==> config.mk <==
export PLATFORM = sky130hd
export DESIGN_NAME = nav_motion_sequencer
export DESIGN_NICKNAME = d
export VERILOG_FILES = /design/src/rtl/nav_motion_sequencer.sv
export SDC_FILE = /design/constraint.sdc
export NUM_CORES = 1
export LEC_CHECK = 0
export CORE_ASPECT_RATIO = 0.75
export CORE_MARGIN = 2
export CORE_UTILIZATION = 50
export DETAILED_ROUTE_END_ITERATION = 8
export GPL_ROUTABILITY_DRIVEN = 0
export HOLD_SLACK_MARGIN = 0.08
export PLACE_DENSITY_LB_ADDON = 0.1
export SYNTH_ARGS = -nofsm -noshare
export SYNTH_HDL_FRONTEND = slang
export SYNTH_SLANG_ARGS = --single-unit
==> constraint.sdc <==
create_clock -name CLK -period 3.8 [get_ports CLK]
set_clock_uncertainty 0.2 [all_clocks]
set_input_delay 0.76 -clock CLK [delete_from_list [all_inputs] [get_ports CLK]]
set_output_delay 0.76 -clock CLK [all_outputs]
set_load 0.01 [all_outputs]
==> src/rtl/nav_motion_sequencer.sv <==
// Two-motor motion sequencer: takes one command over valid/ready and drives MC1 (right) and MC2 (left).
// Optional soft-start power ramp is enabled with `define NAV_SOFT_START_EN.
module nav_motion_sequencer #(
  parameter int unsigned     DIST_W      = 8,
  parameter int unsigned     PWR_W       = 3,
  parameter int unsigned     STOP_DIST   = 12,
  parameter int unsigned     ALIGN_TOL   = 2,
  parameter int unsigned     TURN_TOL    = 10,
  parameter int unsigned     TO_W        = 24,
  parameter logic [TO_W-1:0] TIMEOUT_CYC = TO_W'(10000000),
  parameter int unsigned     RAMP_DIV    = 16
) (
  input  logic              CLK,
  input  logic              RST_N,
  input  logic              MANUAL,
  input  logic [4:0]        BTN,
  input  logic [PWR_W-1:0]  PWR_SEL,
  input  logic [1:0]        CMD,
  input  logic              CMD_VALID,
  output logic              CMD_READY,
  input  logic              ABORT,
  input  logic [DIST_W-1:0] DIST_FRONT,
  input  logic [DIST_W-1:0] DIST_SIDE_FRONT,
  input  logic [DIST_W-1:0] DIST_SIDE_BACK,
  output logic [1:0]        MC1_DIR,
  output logic [1:0]        MC2_DIR,
  output logic [PWR_W-1:0]  MC1_PWR,
  output logic [PWR_W-1:0]  MC2_PWR,
  output logic [1:0]        RUN_FLAG,
  output logic              DONE
);

  localparam int unsigned DX_W = DIST_W + 1;

  localparam logic [1:0] DIR_FWD = 2'b00;
  localparam logic [1:0] DIR_NEU = 2'b01;
  localparam logic [1:0] DIR_REV = 2'b10;

  localparam logic [1:0] CMD_STOP     = 2'b00;
  localparam logic [1:0] CMD_STRAIGHT = 2'b01;
  localparam logic [1:0] CMD_RIGHT    = 2'b10;
  localparam logic [1:0] CMD_LEFT     = 2'b11;

  localparam logic [1:0] RF_IDLE = 2'b00;
  localparam logic [1:0] RF_EXEC = 2'b01;
  localparam logic [1:0] RF_DONE = 2'b10;
  localparam logic [1:0] RF_ERR  = 2'b11;

  typedef enum logic [1:0] {S_IDLE, S_EXEC, S_COMPLETE, S_ERROR} state_t;

  if (RAMP_DIV == 0) begin : g_bad_ramp_div
    $error("RAMP_DIV must be at least 1");
  end

  state_t            state;
  logic [1:0]        cmd_q;
  logic [DIST_W-1:0] tgt_q;
  logic [TO_W-1:0]   to_q;

  logic [DX_W-1:0]   sf_x, sb_x;
  logic              trim_r, trim_l;
  logic [PWR_W-1:0]  pwr_inc;
  logic [DIST_W-1:0] turn_diff;
  logic              cmd_done;
  logic [1:0]        drv1_dir, drv2_dir;
  logic [PWR_W-1:0]  drv1_pwr, drv2_pwr;
  logic [PWR_W-1:0]  out1_pwr, out2_pwr;
  logic [1:0]        man1_dir, man2_dir;
  logic [PWR_W-1:0]  man_pwr;

  assign CMD_READY = ((state == S_IDLE) || (state == S_ERROR)) && !MANUAL;

  // Drive values and completion test for the latched command
  always_comb begin
    sf_x      = {1'b0, DIST_SIDE_FRONT};
    sb_x      = {1'b0, DIST_SIDE_BACK};
    trim_r    = sf_x > (sb_x + DX_W'(ALIGN_TOL));
    trim_l    = sb_x > (sf_x + DX_W'(ALIGN_TOL));
    pwr_inc   = (&PWR_SEL) ? PWR_SEL : PWR_SEL + PWR_W'(1);
    turn_diff = (DIST_FRONT >= tgt_q) ? DIST_FRONT - tgt_q : tgt_q - DIST_FRONT;
    drv1_dir  = DIR_FWD;
    drv2_dir  = DIR_FWD;
    drv1_pwr  = PWR_SEL;
    drv2_pwr  = PWR_SEL;
    cmd_done  = 1'b0;
    case (cmd_q)
      CMD_STRAIGHT: begin
        if (trim_r)      drv1_pwr = pwr_inc;
        else if (trim_l) drv2_pwr = pwr_inc;
        cmd_done = DIST_FRONT <= DIST_W'(STOP_DIST);
      end
      CMD_RIGHT: begin
        drv1_dir = DIR_REV;
        cmd_done = turn_diff <= DIST_W'(TURN_TOL);
      end
      CMD_LEFT: begin
        drv2_dir = DIR_REV;
        cmd_done = turn_diff <= DIST_W'(TURN_TOL);
      end
      default: cmd_done = 1'b1;
    endcase
  end

  // Button override mapping
  always_comb begin
    man1_dir = DIR_NEU;
    man2_dir = DIR_NEU;
    man_pwr  = '0;
    case (BTN)
      5'b00001: begin man2_dir = DIR_FWD; man_pwr = PWR_SEL; end
      5'b00010: begin man1_dir = DIR_REV; man2_dir = DIR_REV; man_pwr = PWR_SEL; end
      5'b00100: begin man1_dir = DIR_FWD; man2_dir = DIR_FWD; man_pwr = PWR_SEL; end
      5'b01000: begin man1_dir = DIR_FWD; man_pwr = PWR_SEL; end
      5'b10000: begin man1_dir = DIR_REV; man2_dir = DIR_FWD; man_pwr = PWR_SEL; end
      default: ;
    endcase
  end

`ifdef NAV_SOFT_START_EN
  localparam int unsigned RAMP_CW = (RAMP_DIV > 1) ? $clog2(RAMP_DIV) : 1;

  logic [RAMP_CW-1:0] div_q;
  logic [PWR_W-1:0]   ramp_q;

  // Ramp restarts from zero on every EXEC entry and caps drive power
  always_ff @(posedge CLK or negedge RST_N) begin
    if (!RST_N) begin
      div_q  <= '0;
      ramp_q <= '0;
    end else if (state != S_EXEC || MANUAL) begin
      div_q  <= '0;
      ramp_q <= '0;
    end else if (div_q == RAMP_CW'(RAMP_DIV - 1)) begin
      div_q  <= '0;
      ramp_q <= (&ramp_q) ? ramp_q : ramp_q + PWR_W'(1);
    end else begin
      div_q <= div_q + RAMP_CW'(1);
    end
  end

  assign out1_pwr = (drv1_pwr > ramp_q) ? ramp_q : drv1_pwr;
  assign out2_pwr = (drv2_pwr > ramp_q) ? ramp_q : drv2_pwr;
`else
  assign out1_pwr = drv1_pwr;
  assign out2_pwr = drv2_pwr;
`endif

  // Sequencer state and registered motor/status outputs
  always_ff @(posedge CLK or negedge RST_N) begin
    if (!RST_N) begin
      state    <= S_IDLE;
      cmd_q    <= CMD_STOP;
      tgt_q    <= '0;
      to_q     <= '0;
      MC1_DIR  <= DIR_NEU;
      MC2_DIR  <= DIR_NEU;
      MC1_PWR  <= '0;
      MC2_PWR  <= '0;
      RUN_FLAG <= RF_IDLE;
      DONE     <= 1'b0;
    end else begin
      MC1_DIR <= DIR_NEU;
      MC2_DIR <= DIR_NEU;
      MC1_PWR <= '0;
      MC2_PWR <= '0;
      DONE    <= 1'b0;
      if (MANUAL) begin
        state    <= S_IDLE;
        RUN_FLAG <= RF_IDLE;
        MC1_DIR  <= man1_dir;
        MC2_DIR  <= man2_dir;
        MC1_PWR  <= man_pwr;
        MC2_PWR  <= man_pwr;
      end else begin
        case (state)
          S_IDLE: begin
            RUN_FLAG <= RF_IDLE;
            if (CMD_VALID) begin
              cmd_q <= CMD;
              to_q  <= TIMEOUT_CYC;
              tgt_q <= DIST_SIDE_FRONT;
              if (CMD == CMD_STOP) begin
                state    <= S_COMPLETE;
                RUN_FLAG <= RF_DONE;
                DONE     <= 1'b1;
              end else begin
                state    <= S_EXEC;
                RUN_FLAG <= RF_EXEC;
              end
            end
          end
          S_EXEC: begin
            if (ABORT) begin
              state    <= S_ERROR;
              RUN_FLAG <= RF_ERR;
            end else if (cmd_done) begin
              state    <= S_COMPLETE;
              RUN_FLAG <= RF_DONE;
              DONE     <= 1'b1;
            end else if (to_q <= TO_W'(1)) begin
              state    <= S_ERROR;
              RUN_FLAG <= RF_ERR;
            end else begin
              to_q    <= to_q - TO_W'(1);
              MC1_DIR <= drv1_dir;
              MC2_DIR <= drv2_dir;
              MC1_PWR <= out1_pwr;
              MC2_PWR <= out2_pwr;
            end
          end
          S_COMPLETE: begin
            state    <= S_IDLE;
            RUN_FLAG <= RF_IDLE;
          end
          default: begin
            RUN_FLAG <= RF_ERR;
            // Non-STOP commands are consumed here and dropped
            if (CMD_VALID && CMD == CMD_STOP) begin
              state    <= S_IDLE;
              RUN_FLAG <= RF_IDLE;
            end
          end
        endcase
      end
    end
  end

endmodule

Yosys cells after proc, flatten, opt, wreduce, memory -nomap -nowiden

Cells that the tools add are included.

Output and inout port bits: 14
Word-level logic and storage cells: 113
Input port bits: 39
Flip-flop bits (word level): 49

Reduce and logical (&&, ||, !) cells: 17
Mux-type cells: 56
Bitwise gates (word level): 1
$add $sub $neg: 6
Order comparisons: 6
Equal/unequal tests: 17

Operator list:

| cell                                                  | number |
|---|---|
| two-way mux 24 bit                                    | 4 |
| two-way mux 3 bit                                     | 17 |
| case mux 24 bit (2 select lines)                      | 1 |
| two-way mux 2 bit                                     | 22 |
| <= comparator 24 x 1 -> 1 bit (second input constant) | 1 |
| subtractor 24 x 1 -> 24 bit (second input constant)   | 1 |
| adder 8 x 2 -> 9 bit (second input constant)          | 2 |
| greater-than comparator 8 x 9 -> 1 bit                | 2 |
| <= comparator 8 x 4 -> 1 bit (second input constant)  | 2 |
| subtractor 8 bit                                      | 2 |
| case mux 2 bit (3 select lines)                       | 2 |
| AND reduction 3 bit                                   | 3 |
| equality test 2 bit (second input constant)           | 4 |
| greater-or-equal comparator 8 bit                     | 1 |
| two-way mux 8 bit                                     | 1 |
| inequality test 2 bit (second input constant)         | 4 |
| case mux 2 bit (2 select lines)                       | 2 |
| AND reduction 6 bit                                   | 1 |
| OR reduction 2 bit                                    | 3 |
| equality test 5 x 1 -> 1 bit (second input constant)  | 1 |
| equality test 5 x 2 -> 1 bit (second input constant)  | 1 |
| equality test 5 x 3 -> 1 bit (second input constant)  | 1 |
| equality test 5 x 4 -> 1 bit (second input constant)  | 1 |
| equality test 5 bit (second input constant)           | 1 |
| 15 further kinds                                      | 23 |

Longest topological paths before layout

Gate-level depths: netlist of run 1.

Depth after elaboration: 10
Gate-level depth with buffers: 12
Depth with buffers taken out: 12

Worst setup path after synthesis of run 1

OpenSTA, ideal clock, no wires.

Path kind: input to register
Start: input port DIST_FRONT[0]
End: register MC2_PWR[1]
Data required time: 3.536 ns
Path buffers: 1
Path slack: 0.354 ns
Cell stages on the path: 12
Arrival time: 3.182 ns
Setup time: 0.064 ns
Cell sequence: inv_1 ha_1 fa_1 nand2b_1 a21oi_2 a31oi_1 xor2_1 a41o_1 or4_1 buf_6 nor4_1 a211o_1

Cells in the longest elaborated chain, start to end: 8
Elaborated cells between the ends (all ways): 11
Classes of those cells: 2 x add/sub; 3 x order compare; 6 x mux

Ends and longest elaborated chain:

| item                                                                  | RTL line | text |
|---|---|---|
| start, declared                                                       | 22       | `input logic [DIST_W-1:0] DIST_FRONT,` |
| subtractor 8 bit or greater-or-equal comparator 8 bit (tied branches) | 80       | `turn_diff = (DIST_FRONT >= tgt_q) ? DIST_FRONT - tgt_q : tgt_q - DIST_FRONT;` |
| two-way mux 8 bit                                                     | 80       |  |
| <= comparator 8 x 4 -> 1 bit                                          | 94, 98   |  |
| case mux 1 bit (2 select lines) (*)                                   | 86       | `case (cmd_q)` |
| two-way mux 3 bit (*)                                                 | 196      | `end else if (cmd_done) begin` |
| two-way mux 3 bit (*)                                                 | 193      | `if (ABORT) begin` |
| two-way mux 3 bit (*)                                                 | 175      | `case (state)` |
| two-way mux 3 bit (*)                                                 | 167      | `if (MANUAL) begin` |
| end signal, assigned                                                  | 173      | `MC2_PWR <= man_pwr;` |
| end signal, assigned                                                  | 208      | `MC2_PWR <= out2_pwr;` |
| end, declared                                                         | 28       | `output logic [PWR_W-1:0] MC2_PWR,` |

Mark *: on every way between the ends. The rest lies on a longest branch, timed or not.
A chain may end at the register's enable or synchronous reset.

Final worst setup path of run 1

Start: input port DIST_FRONT[1]
End: register MC2_PWR[1]

The elaborated chain is that of the path after synthesis.

==> flow_summary.yaml, run 1 <==
critical_path:
  crit_path_top_delay_cell: "or4b_1"
  max_stage_delay_ps: 500
  crit_required_ps: 3800
  rrSetupSlack_ps: 660
  r2r_start: "tgt_q[0]"
  worst_ep_arrival_time_ps: 3670
  criticalPathCategory: "input port to flop"
  crit_cells: 11
  crit_fanout: 8
  critPathCaptureType: "flop"
  r2r_end: "MC2_PWR[1]"
  start_kind: "input port"
  crit_buf_inv: 2
  path_delay_family: "simple AND/OR/NAND/NOR gates"
  r2r_cells: 11
  path_cells: "clkdlybuf4s50_1 -> inv_1 -> ha_1 -> nor2b_1 -> o21a_1 -> or4b_1 -> a32oi_1 -> and3_4 -> or4_4 -> o21ba_1 -> a211o_1"
final_layout:
  final_util_pct: 65.01
  num_antenna_cells: 0
  drive_gt1_share_pct: 15.86
  area_delta_synth_final_pct: 25.21
  final_nets: 640
  fin_area_mm2: 0.005170
clock_tree:
  clock-root-buffer: "clkbuf_8"
  numCtsBuffers: 5
  clk_latency_ps: 310
  clock_path_buffers: 2
  cts_sinks: 49
  cts_hold_buf: 0
  postCtsSetupRepairBufs: 0
  h-tree-depth: 2
  cts_tree: "done"
  clk_pin_slew_ps: 90
flow_run:
  maxCapViolations: 0
detailed_routing:
  dr.pass1.iters: 4
  drcViolationCount: 0
  route.detailed.wl_per_inst_um: 15.01
  ant_nets: 0
  drt_iter0_drc: 196
  via_count: 3786
  wl_mm: 9.996
  routed_via_density: 5.685
sta:
  drv_slew: 0
  tns_ps: 0
  finalCritPeriodShare_pct: 96.60
  slew_headroom_pct: 45.58
  hold_viol_final: 0
  final-setup-viol-count: 0
  finalCriticalPeriod_ps: 3671
  timing.hold.ws_ps: 319.3
  rsz0062_at_grt: "false"
  timing.fmax_mhz: 272.4
  tightestPinTransition_ps: 816.3
placement:
  portBuffers: 52
  dpl_cell_area_mm2: 0.005014
  hpwl_mm: 7.761
global_route:
  overflow: 0
  grt_pass1_wl_mm: 16.66
  grt_pass1_vias: 3516
  grt_use_total_pct: 23.38
  antenna_found_initial: 0
  grt_max_degree: 36
synthesis:
  netlist_instances: 475
  yosysWarnings: 0
  synth_area_mm2: 0.004129
  netlist.area_leader.share_pct: 28.48
  synth_top_cells_by_area: "dfrtp_1, ha_1, o21ai_0, a21oi_1, nor2_1"
  syn_nets: 555
  ys.flop_type: "dfrtp_1"
  ys_seq_area_share_pct: 29.76
  syn_avg_cell_area_um2: 8.693
  async_flop_share_pct: 100.0
  ys_seq_elements: 49
  synth-edff-count: 0
  synth_cell_types: 70
  synth_area_leader_cell: "dfrtp_1"
min_path:
  hold_path_startpoint: "tgt_q[7]"
  hp-class: "flop to flop"
  hold_end: "tgt_q[7]"
  min_path_cells: 1
pwr:
  power_frac_seq_pct: 27.1
  comb_power_share_pct: 59.3
  clkPwrFrac_pct: 13.6
  p_switching_mw: 1.181
  power_mw: 2.843
  p_per_area_mw_per_mm2: 549.9
  ir_drop_v: 0.0002859
  power.static_leakage_nw: 2.281
  p_int_mw: 1.661
  swShare_pct: 41.56
die:
  die_w_um: 108.9
  core_area_mm2: 0.007953
  fp-row-count: 28
  die-area_mm2: 0.009009
  die_h_um: 82.70
  ios: 53
  start_util_pct: 51.92
run_status:
  outcome: "finished clean"
## worst reg2reg max path, delay by kind of cell, from the launching register on
kind	cells	cell delay (ps)
AND/OR/NAND/NOR	3	980
AO/OA/AOI/OAI	5	840
buffers and inverters	1	60
flip-flops	1	400
adder cells (fa/ha/maj)	2	590
## area by class of cell
type / instances / area (um2)
Fill cell: 655 / 2783
Inverter: 31 / 116.4
Clock buffer: 5 / 68.82
Sequential cell: 49 / 1229
Clock inverter: 3 / 43.79
Timing Repair Buffer: 99 / 872.1
Tap cell: 105 / 131.4
Multi-Input combinational cell: 374 / 2709
## sequential cells by signal, indices dropped and copies added, names as in the netlist
| signal | cells |
|---|---|
| tgt_q | 8 |
| MC2_DIR | 2 |
| state | 2 |
| DONE | 1 |
| MC1_DIR | 2 |
| MC2_PWR | 3 |
| MC1_PWR | 3 |
| cmd_q | 2 |
| RUN_FLAG | 2 |
| to_q | 24 |
## cell usage in the layout, fill, tap and decap left out, types with 14 or more instances in the layout
cell type         n
a21oi_1          27
buf_4            45
clkdlybuf4s50_1  50
dfrtp_1          47
ha_1             39
inv_1            31
nand2_1          26
nand3_1          17
nor2_1           33
o21ai_0          28
xor2_1           14
## routing by layer
metal / vias up / track usage, % / part of all wire [%]
met2: 92 / 35.16 / 42
met3: 9 / 3.532 / 4.5
li1: 1923 / - / -
met1: 1762 / 34.75 / 53
met4: 0 / 6.410 / 0.99
met5: - / 0 / 0
## worst max-delay path by stage
stage,startpoint,slack (ps),endpoint
after global placement,DIST_FRONT[0],-250,MC2_PWR[0]
final,DIST_FRONT[1],130,MC2_PWR[1]
after floorplan,DIST_FRONT[0],350,MC2_PWR[1]
after global routing,DIST_FRONT[1],20,MC2_PWR[0]
after CTS,DIST_FRONT[0],80,MC2_PWR[0]
after detailed placement,DIST_FRONT[0],-350,MC2_PWR[0]
## synthesized netlist by cell type, drive strengths merged, types with 7 or more instances
cell     n
or4     11
nand2   26
nor2b    7
dfrtp   47
a31oi    7
nand2b  10
nor3     9
ha      39
nor2    35
xnor2    8
nor4    10
or3     13
a21oi   28
xor2    14
nand3   17
inv     31
o21a    12
buf     10
o21ai   31
clkbuf  11
mux2     9
o31ai    9
## power groups by stage
| stage | combinational (mW) | sequential (mW) | clock [mW] |
|---|---|---|---|
| floorplan | 1.11 | 0.751 | 0 |
| global placement | 1.62 | 0.774 | 0 |
| detailed placement | 1.66 | 0.779 | 0 |
| CTS | 1.67 | 0.769 | 0.398 |
| global route | 1.87 | 0.790 | 0.422 |
| finish | 1.69 | 0.770 | 0.387 |
## cells by family (layout without fill, tap and decap cells)
group	after synthesis	in the layout	share of synthesized area, %
adders and majority gates	41	41	12.79
buffers and inverters	52	138	5.424
AOI/OAI and AO/OA	126	126	20.45
muxes	13	13	3.424
xor gates and xnor gates	22	22	4.667
DFF	49	49	29.76
and+or+nand+nor	172	172	23.48
## through the flow
stage	setup slack, ps	std cells
2_1_floorplan	354.0	475
3_3_place_gp	-254.9	657
3_5_place_dp	-352.3	657
4_1_cts	82.16	665
5_1_grt	16.99	666
6_report	129.2	666
## repair_timing
| item | in CTS | in global routing |
|---|---|---|
| resized for setup | 1 | 7 |
| cloned | 0 | 1 |
| hold endpoints to repair | 0 | 0 |
| endpoints found under the setup margin | 2 | 12 |
| pin swaps | 0 | 2 |
(Power assumes the default switching activity.)
==> run 2, diff against run 1 <==
CTS_CLUSTER_SIZE = 12   (was default)
MAX_ROUTING_LAYER = met4   (was default)
==> run 2 against run 1 <==
  * Critical path depth unchanged
  * Worst setup slack improved by 4.4 ps
  * Clock power about the same
==> flow_summary.yaml, run 2 (synthesis results as in run 1) <==
run_status:
  outcome: "finished clean"
detailed_routing:
  dr.pass1.iters: 5
  wl_mm: 10.01
  drcViolationCount: 0
  route.detailed.wl_per_inst_um: 15.03
  ant_nets: 0
  drt_iter0_drc: 204
  routed_via_density: 5.697
  via_count: 3794
sta:
  slew_headroom_pct: 45.50
  tightestPinTransition_ps: 817.5
  tns_ps: 0
  finalCriticalPeriod_ps: 3666
  rsz0062_at_grt: "false"
  timing.fmax_mhz: 272.7
  hold_viol_final: 0
  final-setup-viol-count: 0
  finalCritPeriodShare_pct: 96.49
  drv_slew: 0
clock_tree:
  clk_pin_slew_ps: 90
  clk_latency_ps: 310
  clock-root-buffer: "clkbuf_8"
  clock_path_buffers: 2
  h-tree-depth: 2
  cts_sinks: 49
  cts_hold_buf: 0
  cts_tree: "done"
  numCtsBuffers: 5
die:
  core_area_mm2: 0.007953
  die_h_um: 82.70
  die_w_um: 108.9
  ios: 53
  fp-row-count: 28
  die-area_mm2: 0.009009
  start_util_pct: 51.92
placement:
  dpl_cell_area_mm2: 0.005014
  portBuffers: 52
  hpwl_mm: 7.761
final_layout:
  final_util_pct: 65.01
  final_common_cell: "clkdlybuf4s50_1"
  area_delta_synth_final_pct: 25.21
  num_antenna_cells: 0
  max_flop_register: "to_q"
  final_nets: 640
  top_regs: "to_q x24, tgt_q x8"
  fin_area_mm2: 0.005170
  largest_reg_flops: 24
  final_cell_mix: "clkdlybuf4s50_1, dfrtp_1, buf_4, ha_1, nor2_1"
  drive_gt1_share_pct: 15.86
global_route:
  grt_pass1_wl_mm: 16.66
  grt_max_degree: 36
  grt_pass1_vias: 3514
  antenna_found_initial: 0
  grt_use_total_pct: 24.08
  overflow: 0
critical_path:
  crit_fanout: 8
  r2r_start: "tgt_q[0]"
  critPathCaptureType: "flop"
  rrSetupSlack_ps: 670
  criticalPathCategory: "input port to flop"
  r2r_cells: 11
  r2r_end: "MC2_PWR[1]"
  worst_ep_arrival_time_ps: 3670
  startpoint: "DIST_FRONT[1]"
  crit_required_ps: 3800
  start_kind: "input port"
flow_run:
  maxCapViolations: 0
pwr:
  power.static_leakage_nw: 2.281
  ir_drop_v: 0.0002877
  p_per_area_mw_per_mm2: 550.4
min_path:
  hold_path_startpoint: "tgt_q[7]"
  hp-class: "flop to flop"
  hold_end: "tgt_q[7]"
  min_path_cells: 1
## run 2: cell counts in the layout (fill, tap and decap cells not counted)
Identical to the previous run, type by type.
## run 2: how the worst max path moves through the flow
stage,to,slack (ps),cells past startpoint
floorplan,MC2_PWR[1],350,12
global placement,MC2_PWR[0],-250,12
detailed placement,MC2_PWR[0],-350,12
CTS,MC2_PWR[0],80,12
global route,MC2_PWR[0],20,11
finish,MC2_PWR[1],130,11
## run 2: routing by layer
layer	GRT usage (%)	wire [um]	vias up	part of all wire [%]
met2	35.16	4182	93	42
met4	6.410	98	0	0.98
met5	-	0	-	0
li1	-	-	1921	-
met1	34.85	5263	1771	53
met3	3.454	464	9	4.6
## run 2: critical path: stages
cell and delay, ps:
clkdlybuf4s50_1 470, inv_1 80, ha_1 330, nor2b_1 170, o21a_1 180, or4b_1 500
a32oi_1 250, and3_4 250, or4_4 200, o21ba_1 180, a211o_1 290
## run 2: power breakdown
group | internal [mW] | leakage (nW) | switching (mW)
sequential | 0.645 | 0.606 | 0.125
combinational | 0.819 | 1.62 | 0.867
clock | 0.198 | 0.0585 | 0.192
total | 1.66 | 2.28 | 1.18
## run 2: cell type report
type / instances / area (um2)
clock buffer: 5 / 68.82
clock inverter: 3 / 43.79
fill: 655 / 2783
inverter: 31 / 116.4
multi-input combinational: 374 / 2709
sequential: 49 / 1229
tap: 105 / 131.4
timing repair buffer: 99 / 872.1
## run 2: through the flow
stage               hold slack (ps)  power (mW)  instances  worst slack [ps]
finish                        319.3       2.846        666             133.5
CTS                           319.9       2.836        665             82.16
floorplan                     264.4       1.860        475             354.0
global route                  344.1       3.087        666             18.95
detailed placement            298.0       2.436        657            -352.3
global placement              290.4       2.399        657            -254.9
## run 2: repair_timing
action | CTS | global route
endpoints found under the setup margin | 2 | 12
cloned | 0 | 1
setup buffers | 0 | 0
pin swaps | 0 | 2
gates resized for setup | 1 | 7
